==> src/rtl/ppu_pkg.sv <==
// Shared PPU types and constants for the background pixel path.
// Contents: ppu_pixel_t (2-bit colour index), BgFifoState (FIFO FSM states),
// X_MAX (visible pixels per line), TILE_W (pixels per tile row) and derived widths.
package ppu_pkg;

    localparam int X_MAX = 160;
    localparam int TILE_W = 8;
    localparam int X_W = $clog2(X_MAX);
    localparam int CNT_W = $clog2(TILE_W + 1);

    typedef logic [1:0] ppu_pixel_t;

    typedef enum logic [1:0] {
        IDLE,
        DISCARD,
        OUTPUT
    } BgFifoState;

endpackage

==> src/rtl/bg_fifo_shreg.sv <==
// 8-entry pixel shift register with occupancy count.
// Ports:
//   clk_in, rst_in  clock, asynchronous active-high reset
//   flush           drop all entries (count=0); highest priority
//   load            parallel-load a full tile row, count=TILE_W
//   shift           pop entry [0], shift the rest toward [0], count--
//   load_data       tile row; [0] is the leftmost pixel
//   head            current entry [0]
//   count           number of valid entries
//   empty           count==0
module bg_fifo_shreg
    import ppu_pkg::*;
(
    input  logic                         clk_in,
    input  logic                         rst_in,
    input  logic                         flush,
    input  logic                         load,
    input  logic                         shift,
    input  ppu_pixel_t [TILE_W-1:0]      load_data,
    output ppu_pixel_t                   head,
    output logic [CNT_W-1:0]             count,
    output logic                         empty
);

    ppu_pixel_t [TILE_W-1:0] entries;

    always_ff @(posedge clk_in or posedge rst_in) begin
        if (rst_in) begin
            entries <= '0;
            count   <= '0;
        end else if (flush) begin
            count <= '0;
        end else if (load) begin
            entries <= load_data;
            count   <= CNT_W'(TILE_W);
        end else if (shift) begin
            entries <= {ppu_pixel_t'(0), entries[TILE_W-1:1]};
            count   <= count - CNT_W'(1);
        end
    end

    assign head  = entries[0];
    assign empty = (count == '0);

endmodule

==> src/rtl/bg_pixel_fifo.sv <==
// Background pixel FIFO: consumer side of the background fetcher push interface.
// Accepts a tile row only when empty, discards SCX[2:0] pixels at line start,
// then emits one pixel per enabled T-cycle with its X position, ending the line at X_MAX.
// Optional feature (macro BG_FIFO_WINDOW_FLUSH_EN): window_start_in in OUTPUT
// flushes staged pixels without emitting them; X is kept.
// Ports:
//   clk_in, rst_in     clock, asynchronous active-high reset
//   tclk_in            T-cycle enable; all state advances only when high
//   line_start_in      flush and rearm for a new line (overrides everything else)
//   SCX_in             scroll X, [2:0] sampled at line start
//   shift_ena_in       mixer permits a pop
//   valid_pixels_in    fetcher row valid
//   pixels_in          tile row, [0] leftmost
//   window_start_in    window trigger (only with BG_FIFO_WINDOW_FLUSH_EN)
//   bg_fifo_empty_out  FIFO empty
//   pixel_valid_out    strobe: pixel_out / pixel_x_out valid
//   pixel_out          emitted colour index
//   pixel_x_out        X of emitted pixel
//   line_done_out      strobe with pixel X_MAX-1
//
// state   | meaning
// IDLE    | line finished or not started; no push, no pop
// DISCARD | popping and dropping SCX fine-scroll pixels
// OUTPUT  | popping and emitting pixels, X counting up
module bg_pixel_fifo
    import ppu_pkg::*;
(
    input  logic                     clk_in,
    input  logic                     rst_in,
    input  logic                     tclk_in,
    input  logic                     line_start_in,
    input  logic [7:0]               SCX_in,
    input  logic                     shift_ena_in,
    input  logic                     valid_pixels_in,
    input  ppu_pixel_t [TILE_W-1:0]  pixels_in,
    input  logic                     window_start_in,
    output logic                     bg_fifo_empty_out,
    output logic                     pixel_valid_out,
    output ppu_pixel_t               pixel_out,
    output logic [X_W-1:0]           pixel_x_out,
    output logic                     line_done_out
);

    BgFifoState        state_q, state_d;
    logic [2:0]        discard_q, discard_d;
    logic [X_W-1:0]    x_q, x_d;
    logic              flush, push, pop, emit, last_px, win_flush;
    logic              empty;
    ppu_pixel_t        head;
    logic [CNT_W-1:0]  count;

`ifdef BG_FIFO_WINDOW_FLUSH_EN
    assign win_flush = window_start_in && (state_q == OUTPUT);
    logic unused_scx;
    assign unused_scx = &{1'b0, SCX_in[7:3]};
`else
    assign win_flush = 1'b0;
    logic unused_in;
    assign unused_in = &{1'b0, SCX_in[7:3], window_start_in};
`endif

    assign last_px = (x_q == X_W'(X_MAX - 1));

    always_comb begin
        state_d   = state_q;
        discard_d = discard_q;
        x_d       = x_q;
        flush     = 1'b0;
        push      = 1'b0;
        pop       = 1'b0;
        emit      = 1'b0;
        if (tclk_in) begin
            if (line_start_in) begin
                flush     = 1'b1;
                x_d       = '0;
                discard_d = SCX_in[2:0];
                state_d   = (SCX_in[2:0] != 3'd0) ? DISCARD : OUTPUT;
            end else if (win_flush) begin
                // Pop suppressed: the staged pixels belong to the background, not the window.
                flush = 1'b1;
            end else begin
                push = valid_pixels_in && empty && (state_q != IDLE);
                pop  = shift_ena_in && !empty && (state_q != IDLE);
                if (pop) begin
                    case (state_q)
                        DISCARD: begin
                            discard_d = discard_q - 3'd1;
                            if (discard_q == 3'd1) state_d = OUTPUT;
                        end
                        OUTPUT: begin
                            emit = 1'b1;
                            if (last_px) state_d = IDLE;      // x saturates, never wraps
                            else         x_d     = x_q + X_W'(1);
                        end
                        default: ;
                    endcase
                end
            end
        end
    end

    always_ff @(posedge clk_in or posedge rst_in) begin
        if (rst_in) begin
            state_q   <= IDLE;
            discard_q <= '0;
            x_q       <= '0;
        end else begin
            state_q   <= state_d;
            discard_q <= discard_d;
            x_q       <= x_d;
        end
    end

    always_ff @(posedge clk_in or posedge rst_in) begin
        if (rst_in) begin
            pixel_valid_out <= 1'b0;
            line_done_out   <= 1'b0;
            pixel_out       <= '0;
            pixel_x_out     <= '0;
        end else begin
            pixel_valid_out <= emit;
            line_done_out   <= emit && last_px;
            if (emit) begin
                pixel_out   <= head;
                pixel_x_out <= x_q;
            end
        end
    end

    bg_fifo_shreg u_shreg (
        .clk_in    (clk_in),
        .rst_in    (rst_in),
        .flush     (flush),
        .load      (push),
        .shift     (pop),
        .load_data (pixels_in),
        .head      (head),
        .count     (count),
        .empty     (empty)
    );

    assign bg_fifo_empty_out = empty;

endmodule

==> config.mk <==
export PLATFORM = sky130hd
export DESIGN_NAME = bg_pixel_fifo
export DESIGN_NICKNAME = d
export VERILOG_FILES = /design/src/rtl/ppu_pkg.sv /design/src/rtl/bg_fifo_shreg.sv /design/src/rtl/bg_pixel_fifo.sv
export SDC_FILE = /design/constraint.sdc
export NUM_CORES = 1
export LEC_CHECK = 0
export ABC_AREA = 0
export CORE_MARGIN = 4
export CORE_UTILIZATION = 55
export CTS_CLUSTER_SIZE = 30
export DETAILED_ROUTE_END_ITERATION = 10
export PLACE_DENSITY_LB_ADDON = 0.05
export SLEW_MARGIN = 10
export SYNTH_ARGS = -nofsm -noshare
export SYNTH_HDL_FRONTEND = slang
export SYNTH_SLANG_ARGS = --single-unit
==> constraint.sdc <==
create_clock -name clk_in -period 3.68 [get_ports clk_in]
set_input_delay 0.552 -clock clk_in [delete_from_list [all_inputs] [get_ports clk_in]]
set_output_delay 0.552 -clock clk_in [all_outputs]
set_load 0.02 [all_outputs]
Yosys cells after proc, flatten, opt, wreduce, memory -nomap -nowiden
Cells that the tools add are included.
W data, S select, Z words.

storage, ports and cells
  input bits = 31
  word-level logic and storage cells = 74
  output and inout port bits = 13
  bits in registers = 45

operators by class
  $add $sub $neg = 3
  equal/unequal tests = 7
  bitwise operators = 1
  reduce and logical (&&, ||, !) cells = 19
  mux-type cells = 28

operators with widths
  operator               count
  $mux W16               2
  $mux W8                4
  $mux W4                3
  $mux W1                10
  $mux W2                5
  $reduce_bool A2 Y1     5
  $mux W3                3
  $reduce_bool A3 Y1     3
  $add A8 B1 Y8 const B  1
  $eq A8 B8 Y1 const B   1
  $ne A3 B3 Y1 const B   2
  $logic_and A1 B1 Y1    5
  $reduce_and A5 Y1      1
  $logic_not A4 Y1       1
  $pmux W2 S2            1
  $reduce_and A4 Y1      1
  $sub A4 B1 Y4 const B  1
  $eq A3 B1 Y1 const B   1
  $reduce_and A3 Y1      1
  $sub A3 B1 Y3 const B  1
  $eq A2 B1 Y1 const B   1
  $eq A2 B2 Y1 const B   1
  $ne A2 B2 Y1 const B   1
  $reduce_and A2 Y1      1
  2 further kinds        2

Depth between registers and ports, before layout
Gate-level depths: netlist of run 1.

  depth in word-level cells = 9
  depth in mapped cells = 9
  mapped depth without buffers = 7

Modules after synthesis
A second synthesis of run 1 with hierarchy kept.

unflattened totals
  cells, all modules = 211
  area total of the unflattened synthesis = 2,245.9 sq um

by module, submodules not included
  module         cells each  seq. area each (sq um)  instances  area an instance (sq um)
  bg_pixel_fifo  121         625.6                   1          1,285.0
  bg_fifo_shreg  90          500.5                   1          960.9

Worst setup path before layout of run 1
Ideal clock, no wire load.

  path kind = register to register
  start = register u_shreg.count[0]
  end = register u_shreg.entries[11] (netlist bit)
  buffers on the path = 2
  period minus slack after synthesis = 2.222 ns
  cell stages (with the launch flop) = 9
  library setup time = 0.125 ns
  arrival time = 2.098 ns
  slack = 1.458 ns
  data required time = 3.555 ns
  path through = dfrtp_1 > inv_1 > ha_1 > or3b_1 > buf_6 > mux2i_1 > nor2_1 > buf_2 > mux2_2

between the ends
  cells in the longest elaborated chain, start to end = 8
  elaborated cells between the ends (all ways) = 13
  classes of those cells = mux (5); reduce/logical (8)

RTL lines
  element                            RTL line             source
  start: declaration                 bg_fifo_shreg.sv:21  output logic [CNT_W-1:0] count,
  start signal: assignment           bg_fifo_shreg.sv:35  count <= CNT_W'(TILE_W);
  start signal: assignment           bg_fifo_shreg.sv:38  count <= count - CNT_W'(1);
  $logic_not A4 Y1 (*)               bg_fifo_shreg.sv:43  assign empty = (count == '0);
  $logic_not A1 Y1                   bg_pixel_fifo.sv:83  pop = shift_ena_in && !empty && (state_q != IDLE);
  $logic_and A1 B1 Y1 (2 in series)  bg_pixel_fifo.sv:83
  $mux W1                            bg_pixel_fifo.sv:73  if (line_start_in) begin
  $mux W1                            bg_pixel_fifo.sv:72  if (tclk_in) begin
  $reduce_bool A2 Y1 (no line)       n/a
  $reduce_and A2 Y1 (no line)        n/a
  end signal: assignment             bg_fifo_shreg.sv:34  entries <= load_data;
  end signal: assignment             bg_fifo_shreg.sv:37  entries <= {ppu_pixel_t'(0), entries[TILE_W-1:1]};
  end: declaration                   bg_fifo_shreg.sv:25  ppu_pixel_t [TILE_W-1:0] entries;

Every way passes the cells marked *; elsewhere a longest branch is shown, timed or not.
A chain may end at the register's enable or synchronous reset.

Worst setup path in the final report of run 1
  start = register u_shreg.count[0]
  end = output bg_fifo_empty_out

between the ends
  cells in the longest elaborated chain, start to end = 1

RTL lines
  element           RTL line             source
  $logic_not A4 Y1  bg_fifo_shreg.sv:43
  end: declaration  bg_pixel_fifo.sv:37  output logic bg_fifo_empty_out,

No other way between the ends.

==> summary.txt, run 1 <==
Final layout
  – # diodes: 0
  – Final Cell Area: 2870 µm²
  – Commonest non-fill, non-tap cell in the layout: dfrtp_1
  – Layout Nets: 277
  – Share of cells above drive strength 1: 0.240
  – Area grow syn2layout: 22.1%
  – Final design utilization: 0.708
  – Most frequent cells in the layout: dfrtp_1, clkdlybuf4s50_1, mux2_2

Synthesis
  – Seq/Total Area, Yosys: 0.479
  – Adder-Cell Fraction of Synth Area: 0.0266
  – Most common flop cell mapped by yosys: dfrtp_1
  – Avg Inst Size Synth: 11.6 µm²
  – Multiplexer share of the synthesized area: 0.202
  – Synth Area in Compound Gates: 0.0984
  – Cells after Synth: 202
  – Post-synth design cell area: 2350 µm²
  – Post-synth cell types: 47
  – Flops & latches, synth: 45
  – Xor-xnor portion of the synthesized cell area: 0.00745
  – Asr flop ratio synth: 1.00
  – Net Count, Synth: 238
  – EDFF count, synth: 0
  – Combinational family with the most area after synthesis: multiplexers
  – Post-synthesis simple-gate area fraction: 0.145
  – Warnings, synthesis: 0

Timing
  – Worst slew pin tran: 677 ps
  – Max Slew Vio Count: 0
  – Setup TNS: 0 ps
  – Rel. slew slack: 0.548
  – Final setup violation count: 0
  – Fmax: 0.358 GHz
  – RSZ-0062 raised after global routing: false
  – Final Hold Fails: 0
  – Final worst clock skew: 8.07 ps
  – Final period utilization: 0.758
  – Shortest period the worst path allows: about 2800 ps

Drt
  – Vias per inst: 5.84
  – Pre-antenna DRT Iters: 4
  – Post-route ant nets: 0
  – Routed WL: around 4600 µm
  – Post-route DRC: 0
  – DR iter-0 viols: between 100 and 150
  – WL/cell: 15.8 µm
  – Via Count: 1,704

CTS
  – Clk slew on worst S/H paths: roughly 80 ps
  – Setup bufs post-CTS: 0
  – Post-CTS Hold Buffers: 0
  – CTS tree: done
  – Clock Latency Late Sink: 290 ps
  – Num CTS Buffers: 5
  – Post-cts repair resize count: 0
  – Sinks on Clock Net: between 40 and 50
  – Bufs on Longest Clock Path: 2
  – CTS root buf: clkbuf_8
  – Max H-tree Level: 2

Place
  – Placed Instance Area: 2760 µm²
  – IO buf count: 37
  – Hpwl dp: 3400 µm
  – Routability Congestion: 0.805

Setup path
  – Critical path class: reg2out
  – Worst path depth: 5
  – Crit-path max FO: 9
  – Setup slack, reg-to-reg: around 1300 ps
  – Worst reg-to-reg path cell count: 7
  – Worst setup SP type: flip-flop
  – R2r endpoint: u_shreg.entries[6]
  – CP arrival: 2240 ps
  – Setup crit end kind: primary output
  – CP Cell Sequence: inv_1 > ha_1 > or3b_1 > clkinv_8 > clkdlybuf4s50_1
  – Crit-path leading delay family: buffers and inverters
  – Crit path from: u_shreg.count[0]
  – Worst R2R Start: u_shreg.count[0]
  – Worst Setup EP: bg_fifo_empty_out
  – Req. time, crit path: 3130 ps
  – Max stage delay on crit path: 610 ps
  – Slowest CP cell: clkdlybuf4s50_1
  – CP bufs+invs: 3

Die
  – Num ports: 44
  – Starting Density: 0.580
  – Die ar.: 5390 µm²
  – Num rows: 23
  – Core box area: ~4100 µm²
  – Die width: approximately 73 µm
  – Die Y: 73.4 µm

Power
  – Leak pwr: 1.31 nW
  – Psw: 540 µW
  – PD cells: 587 nW/µm²
  – Reg power frac: 0.410
  – Comb power frac: 0.362
  – Peak VDD IR: 0.000396 V
  – Clk pwr share: 0.228
  – Int Pwr: 1.15 mW
  – Switching part of the total: 0.321

Global route
  – GR Util All Layers: 0.186
  – Largest net degree at the start of global routing: 30
  – First-pass GRT wire length: 7930 µm
  – Overflow after GRT: 0
  – Vias in the first global route: 1,726
  – Initial antenna violation count: 0

Min path
  – Worst min path class: reg2reg

Run
  – Max cap viols: 0

Outcome
  – Status: finished, final reports clean
[worst min-delay path by stage]
stage	startpoint	to	slack, ps	cells past startpoint
2_1_floorplan	u_shreg.entries[14]	u_shreg.entries[14]	470	2
6_report	u_shreg.entries[11]	u_shreg.entries[11]	510	1
3_3_place_gp	u_shreg.entries[11]	u_shreg.entries[11]	490	1
5_1_grt	pixel_x_out[7]	pixel_x_out[7]	530	1
4_1_cts	u_shreg.entries[11]	u_shreg.entries[11]	510	1
3_5_place_dp	u_shreg.entries[11]	u_shreg.entries[11]	490	1
[power by group through the flow]
stage | Sequential (mW) | Clock [mW] | Combinational, mW
2_1_floorplan | 0.685 | 0 | 0.482
3_3_place_gp | 0.690 | 0 | 0.593
3_5_place_dp | 0.701 | 0 | 0.612
4_1_cts | 0.691 | 0.395 | 0.617
5_1_grt | 0.711 | 0.411 | 0.670
6_report | 0.692 | 0.384 | 0.610
[synthesized netlist by cell type (all sizes together), types with 4 or more instances]
cell type | number | area [µm²]
inv | 10 | 37.5
dfrtp | 45 | 1130
a31o | 5 | 43.8
nand4 | 6 | 52.6
nand3 | 8 | 40.0
ha | 5 | 62.6
buf | 4 | 32.5
nand2 | 10 | 37.5
nor3 | 5 | 25.0
mux2 | 38 | 465
nor2 | 7 | 26.3
o21ai | 8 | 40.0
or3 | 5 | 35.0
a21oi | 9 | 45.0
[flip-flops by register name (all words and copies together), names as in the netlist]
signal	flops
pixel_out	2
u_shreg.count	4
discard_q	3
pixel_valid_out	1
x_q	8
state_q	2
u_shreg.entries	14
pixel_x_out	8
u_shreg.head	2
line_done_out	1
[worst reg2reg max path: stages (launching register included)]
cell	delay, ps
dfrtp_1	400
inv_1	110
ha_1	140
or3b_1	550
clkinv_8	140
nand4_4	310
mux2_4	410
mux2_4	260
[routing by layer]
layer / track usage / share of wire
met2: 0.306 / 0.49
met5: 0 / 0
met3: 0.0438 / 0.056
met4: 0.0563 / 0.012
met1: 0.244 / 0.45
[logic make-up after synthesis]
group | count (synthesis)
compound gates | 35
xor+xnor | 2
fa+ha+maj | 5
buf+inv | 18
flops | 45
mux | 39
simple gates | 58
[per-stage QoR]
stage                     power, mW  instances  worst slack [ps]  hold slack (ps)
final                          1.69        292               890              509
after global routing           1.79        292               780              528
after CTS                      1.70        292               874              510
after detailed placement       1.31        284               823              491
after global placement         1.28        284               904              485
after floorplan                1.17        202              1460              468
[final cells by class]
| type | instances | area (µm²) |
|---|---|---|
| Clock buffer | 7 | 86.3 |
| Multi-Input combinational cell | 139 | 1130 |
| Fill cell | 288 | 1180 |
| Clock inverter | 1 | 30.0 |
| Timing Repair Buffer | 39 | 385 |
| Sequential cell | 45 | 1130 |
| Tap cell | 50 | 62.6 |
| Inverter | 11 | 53.8 |
Power figures use the tool's default switching activity.
==> run 2: changes to the inputs <==
CORE_UTILIZATION = 52   (was 55)
clock period = 2.6 ns   (was 3.68 ns; I/O delays follow)
==> summary.txt, run 2 (synthesis results as in run 1) <==
Setup path
  – Req. time, crit path: 2790 ps (-340 ps)
  – Worst setup SP type: flip-flop
  – Setup crit end kind: flip-flop
  – Critical path class: reg2reg
  – CP arrival: 2530 ps (+290 ps)
  – Crit-path max FO: 19 (+10)

Final layout
  – Biggest registers after layout: u_shreg.entries (14), pixel_x_out (8), x_q (8)
  – Area used by multi-input combinational logic: 1130 µm² (unchanged)
  – Commonest non-fill, non-tap cell in the layout: dfrtp_1
  – FF/Latch Area: 1130 µm² (unchanged)
  – # diodes: 0 (unchanged)
  – Layout Nets: 282 (+1.8%)
  – Most frequent cells in the layout: dfrtp_1, clkdlybuf4s50_1, mux2_2
  – Share of cells above drive strength 1: 0.251 (+0.0113)
  – Max reg flops: 14 (unchanged)
  – Filler Cells Inserted: 335 (+16%)
  – Area grow syn2layout: 22.6%
  – Largest reg by FF count: u_shreg.entries

Place
  – Hpwl dp: 3450 µm (+1.4%)
  – Pre-CTS setup slack: 271 ps (-552 ps)
  – Routability Congestion: 0.850 (+5.7%)
  – IO buf count: 37 (unchanged)

Global route
  – Overflow after GRT: 0 (unchanged)
  – Largest net degree at the start of global routing: 46 (+53%)
  – GR Util All Layers: 0.186 (+0.000308)
  – Vias in the first global route: 1,701 (-1.4%)
  – Initial antenna violation count: 0 (unchanged)
  – First-pass GRT wire length: 7950 µm (+0.25%)

Drt
  – Post-route DRC: 0 (unchanged)
  – Via Count: 1,711 (+0.41%)
  – WL/cell: 15.7 µm (-0.61%)
  – DR iter-0 viols: 118 (-13%)
  – Vias per inst: 5.72 (-1.9%)
  – Post-route ant nets: 0 (unchanged)
  – Pre-antenna DRT Iters: 4 (unchanged)
  – Routed WL: 4710 µm (+1.8%)

Die
  – Core box area: 4350 µm² (+7.3%)
  – Die Y: 75.3 µm (+2.5%)
  – Die width: 75.3 µm (+2.5%)
  – Num rows: 24 (+4.3%)
  – Die ar.: 5660 µm² (+5.1%)
  – Starting Density: 0.540 (-0.0395)
  – Num ports: 44 (unchanged)

CTS
  – Sinks on Clock Net: 45 (unchanged)
  – Num CTS Buffers: 5 (unchanged)
  – Setup bufs post-CTS: 0 (unchanged)
  – Max H-tree Level: 2 (unchanged)
  – Clk slew on worst S/H paths: 80 ps (about the same)
  – Bufs on Longest Clock Path: 2 (unchanged)
  – CTS root buf: clkbuf_8
  – CTS tree: done
  – Clock Latency Late Sink: 300 ps (about the same)

Timing
  – Final worst clock skew: 6.36 ps (-1.71 ps)
  – Final Hold Fails: 0 (unchanged)
  – Max Slew Vio Count: 0 (unchanged)
  – Worst slew pin tran: 555 ps (-122 ps)
  – Rel. slew slack: 0.630 (+0.0826)
  – Final setup violation count: 0 (unchanged)
  – Fmax: between 0.4 and 0.5 GHz
  – Setup ws final: 261 ps (-629 ps)
  – Final period utilization: 0.900
  – Shortest period the worst path allows: 2340 ps
  – Setup TNS: 0 ps (unchanged)
  – RSZ-0062 raised after global routing: false

Run
  – Max cap viols: 0 (unchanged)

Power
  – Leak pwr: 1.33 nW (+1.3%)
  – Overall Power: 2.31 mW (+37%)
  – PD cells: 801 nW/µm² (+36%)
  – Peak VDD IR: 0.000658 V (+66%)

Min path
  – Worst min path class: reg2reg

Outcome
  – Status: finished, final reports clean
## run 2: cell types whose count changed in the layout (fill, tap and decap cells not counted), sizes merged
cell           previous run  this run
bufinv                    1         0
clkdlybuf4s50            37        36
dlymetal6s2s              0         1
buf                       2         7
clkinv                    2         1
inv                       9        10
clkinvlp                  0         1
## run 2: metrics by stage
step / hold WS (ps) / std cells / utilization / instance area (µm²)
finish: 507 / 299 / 0.662 / 2880
global route: 527 / 299 / 0.662 / 2880
floorplan: 468 / 202 / - / 2350
global placement: 486 / 291 / 0.642 / 2800
detailed placement: 493 / 291 / 0.642 / 2800
CTS: 511 / 299 / 0.661 / 2880
## run 2: repair_timing
item | CTS | global route
gates resized for setup | 0 | 1
hold buffers | 0 | 0
endpoints found under the setup margin | 0 | 1
## run 2: critical path, cell delays in order (launching register included)
cell,delay [ps]
dfrtp_1,400
inv_1,110
ha_1,160
or3b_1,460
clkinv_8,110
nand4_4,310
mux2_4,410
mux2_4,260
## run 2: report_power, final
group	switching, mW	total, mW	leakage [nW]	internal, mW
Combinational	0.433	0.902	0.687	0.469
Sequential	0.110	0.976	0.600	0.866
Clock	0.240	0.430	0.0385	0.190
Total	0.783	2.31	1.33	1.52
## run 2: metal layers
| metal | up-vias | wire length (µm) | track usage |
|---|---|---|---|
| met5 | - | 0 | 0 |
| met4 | 0 | 103 | 0.0816 |
| met3 | 10 | 238 | 0.0454 |
| met2 | 45 | 2230 | 0.275 |
| met1 | 819 | 2140 | 0.262 |
| li1 | 837 | - | - |
## run 2: final cells by class
class / count / share of cell area
clock inverters: 1 / 0.00260
well taps: 52 / 0.0226
flip-flops and latches: 45 / 0.391
clock buffers: 7 / 0.0265
inverters: 11 / 0.0187
repair buffers: 44 / 0.148
multi-input cells: 139 / 0.391
## run 2: worst paths after layout
| check | from | to | slack (ps) | depth (start not counted) |
|---|---|---|---|---|
| worst max register to register | u_shreg.count[0] | u_shreg.entries[6] | 260 | 7 |
| min in group asynchronous | rst_in | pixel_out[0] | 540 | 3 |
| max in group asynchronous | rst_in | u_shreg.entries[3] | 1690 | 3 |
| worst max-delay path | u_shreg.count[0] | u_shreg.entries[6] | 260 | 7 |
| worst min-delay path | pixel_x_out[5] | pixel_x_out[5] | 510 | 1 |
| worst min register to register | pixel_x_out[5] | pixel_x_out[5] | 510 | 1 |
==> variant 1, RTL diff (flow settings as in run 2) <==
Set the package constant `X_MAX` to 80 (it was 160).
--- a/src/rtl/ppu_pkg.sv
+++ b/src/rtl/ppu_pkg.sv
@@ -3,7 +3,7 @@
 // X_MAX (visible pixels per line), TILE_W (pixels per tile row) and derived widths.
 package ppu_pkg;
 
-    localparam int X_MAX = 160;
+    localparam int X_MAX = 80;
     localparam int TILE_W = 8;
     localparam int X_W = $clog2(X_MAX);
     localparam int CNT_W = $clog2(TILE_W + 1);
Interface: changed (resized pixel_x_out); port bits go from 44 to 43. The function was not compared with the original's and may differ.
==> variant 1 against run 2 <==
Clock skew hardly changed. Hold slack worse by 28 ps. Power decreased by 3.0%. Utilization increased by 2.5 points. Design area fell by 9.5%. Routed wire length fell by 12%. Die area shrank 9.3%. Sequential cell count fell by 2. Area after synthesis shrank 10%. Worst setup slack improved by 92 ps. Critical endpoint is now u_shreg.entries[14].
==> variant 1: results (changes against run 2) <==
Status
  – Outcome: finished, final reports clean

Finish
  – Nets: 264 (-6.4%)
  – Layout cells sized above 1: 0.145 (-0.106)
  – Biggest regs: u_shreg.entries: 14 flops, pixel_x_out: 7 flops, x_q: 7 flops

Yosys
  – Synth area leaders: dfrtp_1 51%, mux2_2 6.4%, a22o_1 5.8%
  – Netlist cell types: 42 (-11%)
  – Top post-synthesis cells by count: 43 x dfrtp_1, 14 x a22o_1, 13 x a21o_1
  – Sequential cell area fraction in the yosys report: 0.510 (+0.0314)

Power and ir drop
  – Leak: 1.25 nW (-5.7%)
  – Max VDD drop: 0.508 mV (-23%)

Place
  – HPWL after DPL: 3000 um (-13%)
  – Gpl congestion: 0.839 (-1.3%)
  – Port bufs: 36 (-2.7%)
  – Placed Area: 0.00252 mm^2 (-9.9%)

Worst setup path
  – Worst Path Max Fanout: 17 (-2)
  – Worst R2R Path Depth: 8 (+1)
  – Worst EP arrival: 2480 ps (-50 ps)
  – Slowest CP cell: nor2_2
  – R2R setup slack: 350 ps (+90 ps)

Timing
  – Slew of the pin with the lowest slew margin: 554 ps (-1.12 ps)
  – Final hold slack: 479 ps (-28.3 ps)
  – Clk_skew: 6.69 ps (+0.334 ps)

Detailed routing
  – Total iterations of the first detailed-routing run: 4 (unchanged)
  – Final wirelength: 4160 um (-12%)
  – DR iter-0 viols: 102 (-14%)
  – DR vias/cell: 5.80 (+1.4%)

GRT
  – Gr usage total: 0.181 (-0.00536)
  – First-pass GRT wire length: 7400 um (-6.9%)
  – Pin count of the biggest net entering global routing: 44 (-4.3%)
  – Vias in the first global route: 1577 (-7.3%)

Min path
  – WHS Endpoint: u_shreg.head[1]
  – Hold Crit Start: u_shreg.head[1]
## variant 1: cell count changes in the layout (fill, tap and decap cells not counted), sizes merged, moves of 4 or more
cell,change
mux2,-26
a22o,+14
a21o,+13
o31ai,+7
a21oi,-5
a31o,-5
nand2,-5
nand4,-5
nor2,+4
## variant 1: routing by layer
layer	share of wire	global-route usage
met5	0	0
met4	0.019	0.0626
met3	0.053	0.0449
met2	0.47	0.276
met1	0.46	0.252
## variant 1: cells by family after synthesis
logic type	count (synthesis)	synth area share
flops	43	0.510
xor+xnor	2	0.00831
simple gates	46	0.130
mux	12	0.0641
compound gates	61	0.214
fa+ha+maj	5	0.0297
buf+inv	18	0.0439
## variant 1: timing repair
action | CTS | global route
endpoints found under the setup margin | 0 | 1
hold endpoints to repair | 0 | 0
gates resized for setup | 0 | 1
## variant 1: worst reg2reg max path: cells and delay by family, from the launching register on
kind,cells,cell delay (ps)
buf+inv,3,450
compound gates,1,210
fa+ha+maj,1,170
flops,1,410
simple gates,3,950
## variant 1: cell type report
cell class	instances	area (um^2)
Fill cell	284	1190
Sequential cell	43	1080
Multi-Input combinational cell	126	941
Timing Repair Buffer	42	408
Clock buffer	6	82.6
Tap cell	48	60.1
Inverter	10	37.5
Clock inverter	1	5.00
## variant 1: per-stage QoR
step,setup WS (ps),cells
floorplan,497,187
global placement,359,269
detailed placement,303,269
CTS,45.5,276
global route,163,276
finish,353,276
## variant 1: report_power, final
group	switching [mW]	internal, mW	total [mW]
Combinational	0.397	0.396	0.794
Clock	0.211	0.208	0.420
Sequential	0.145	0.881	1.03
==> variant 2, RTL diff (config.mk and constraints of run 2) <==
Made on the original files. The 3 states of `BgFifoState` get a one-hot encoding in 3 bits.
--- a/src/rtl/ppu_pkg.sv
+++ b/src/rtl/ppu_pkg.sv
@@ -10,10 +10,10 @@
 
     typedef logic [1:0] ppu_pixel_t;
 
-    typedef enum logic [1:0] {
-        IDLE,
-        DISCARD,
-        OUTPUT
+    typedef enum logic [2:0] {
+        IDLE    = 3'b001,
+        DISCARD = 3'b010,
+        OUTPUT  = 3'b100
     } BgFifoState;
 
 endpackage
Formal check against the unedited RTL: same outputs for any inputs over 4 cycles, from zero or initial values and one cycle with rst_in high; so few cycles prove little.
==> variant 2 against run 2 <==
Final cell count up 1.3%. Routed wire length increased by 2.7%. Fmax rose by 2.0%. Area after synthesis grew 3.4%. Design area is 4.4% higher. Sequential cell count up 1. Critical path depth down 3. Synthesized cell count grew 0.50%. Worst setup slack gained 46 ps. Power rose by 15%. Critical path type is now reg -> out. Critical endpoint is now bg_fifo_empty_out.
==> variant 2: results (changes against run 2) <==
Worst setup path
  – Worst EP arrival: 1900 ps (-630 ps)
  – Crit path capture: bg_fifo_empty_out
  – Worst Path Max Fanout: 5 (-14)

Finish
  – Area growth syn-to-layout: 23.8%
  – Layout clock area frac: 0.0374 (+0.00834)
  – Buffers, non-clock: 49 (+11%)
  – Fraction of area in multi-input gates: 0.391 (-0.000640)
  – Filler Cells Inserted: 348 (+3.9%)
  – Seq/total area: 0.383 (-0.00767)

Detailed routing
  – DR iter-0 viols: 155 (+31%)
  – Metal-1 WL: 2050 um (-4.3%)
  – Met2 WL post-DR: 2430 um (+8.9%)
  – WL met3: 270 um (+13%)
  – DR vias: 1759 (+2.8%)

Yosys
  – Xor and xnor area share after synthesis: 0.00360 (-0.00384)
  – Synth area leaders: dfrtp_1 46%, mux2_2 16%, mux2_4 3.7%
  – Sequential cell area fraction in the yosys report: 0.474 (-0.00471)
  – Mux share of post-synthesis cell area: 0.199 (-0.00347)
  – Syn Nets: 239 (+0.42%)

Power and ir drop
  – Leak: 1.32 nW (-0.15%)
  – Clock power frac: 0.205 (+0.019)
  – Switching Fraction: 0.330 (-0.00903)

Status
  – Outcome: finished, final reports clean

GRT
  – First-pass GRT wire length: 8580 um (+8.0%)
  – Pin count of the biggest net entering global routing: 47 (+2.2%)
  – GR Util met3: 0.0449 (-0.000477)
  – Met1 GRT Util: 0.226 (-0.0356)
  – Vias in the first global route: 1852 (+8.9%)
  – GR Util met2: 0.299 (+0.0241)

Place
  – Pre-CTS setup slack: 128 ps (-143 ps)
  – Placed Area: 0.00289 mm^2 (+3.4%)

Timing
  – Final hold slack: 498 ps (-9.62 ps)

Min path
  – Hold Crit Start: discard_q[0]
## variant 2: cell types whose count changed in the layout (fill, tap and decap cells not counted), sizes merged, moves of 3 or more
| cell | run 2 | this run |
|---|---|---|
| buf | 7 | 12 |
| nand3 | 8 | 2 |
| o21ai | 8 | 5 |
| nand2b | 0 | 3 |
| o21a | 1 | 4 |
| and3 | 1 | 4 |
| nand4 | 6 | 1 |
| a31o | 5 | 1 |
| nor2 | 7 | 10 |
| or3 | 5 | 1 |
## variant 2: logic make-up (layout without fill, tap and decap cells)
group / after synthesis / count (layout)
mux: 41 / 41
buf+inv: 17 / 65
simple gates: 55 / 55
flops: 46 / 46
compound gates: 38 / 38
xor+xnor: 1 / 1
fa+ha+maj: 5 / 5
## variant 2: worst max-delay path: stages (launching register included)
cell and delay (ps):
dfrtp_1 420, inv_1 100, ha_1 140, nor3b_2 270, clkdlybuf4s50_1 670
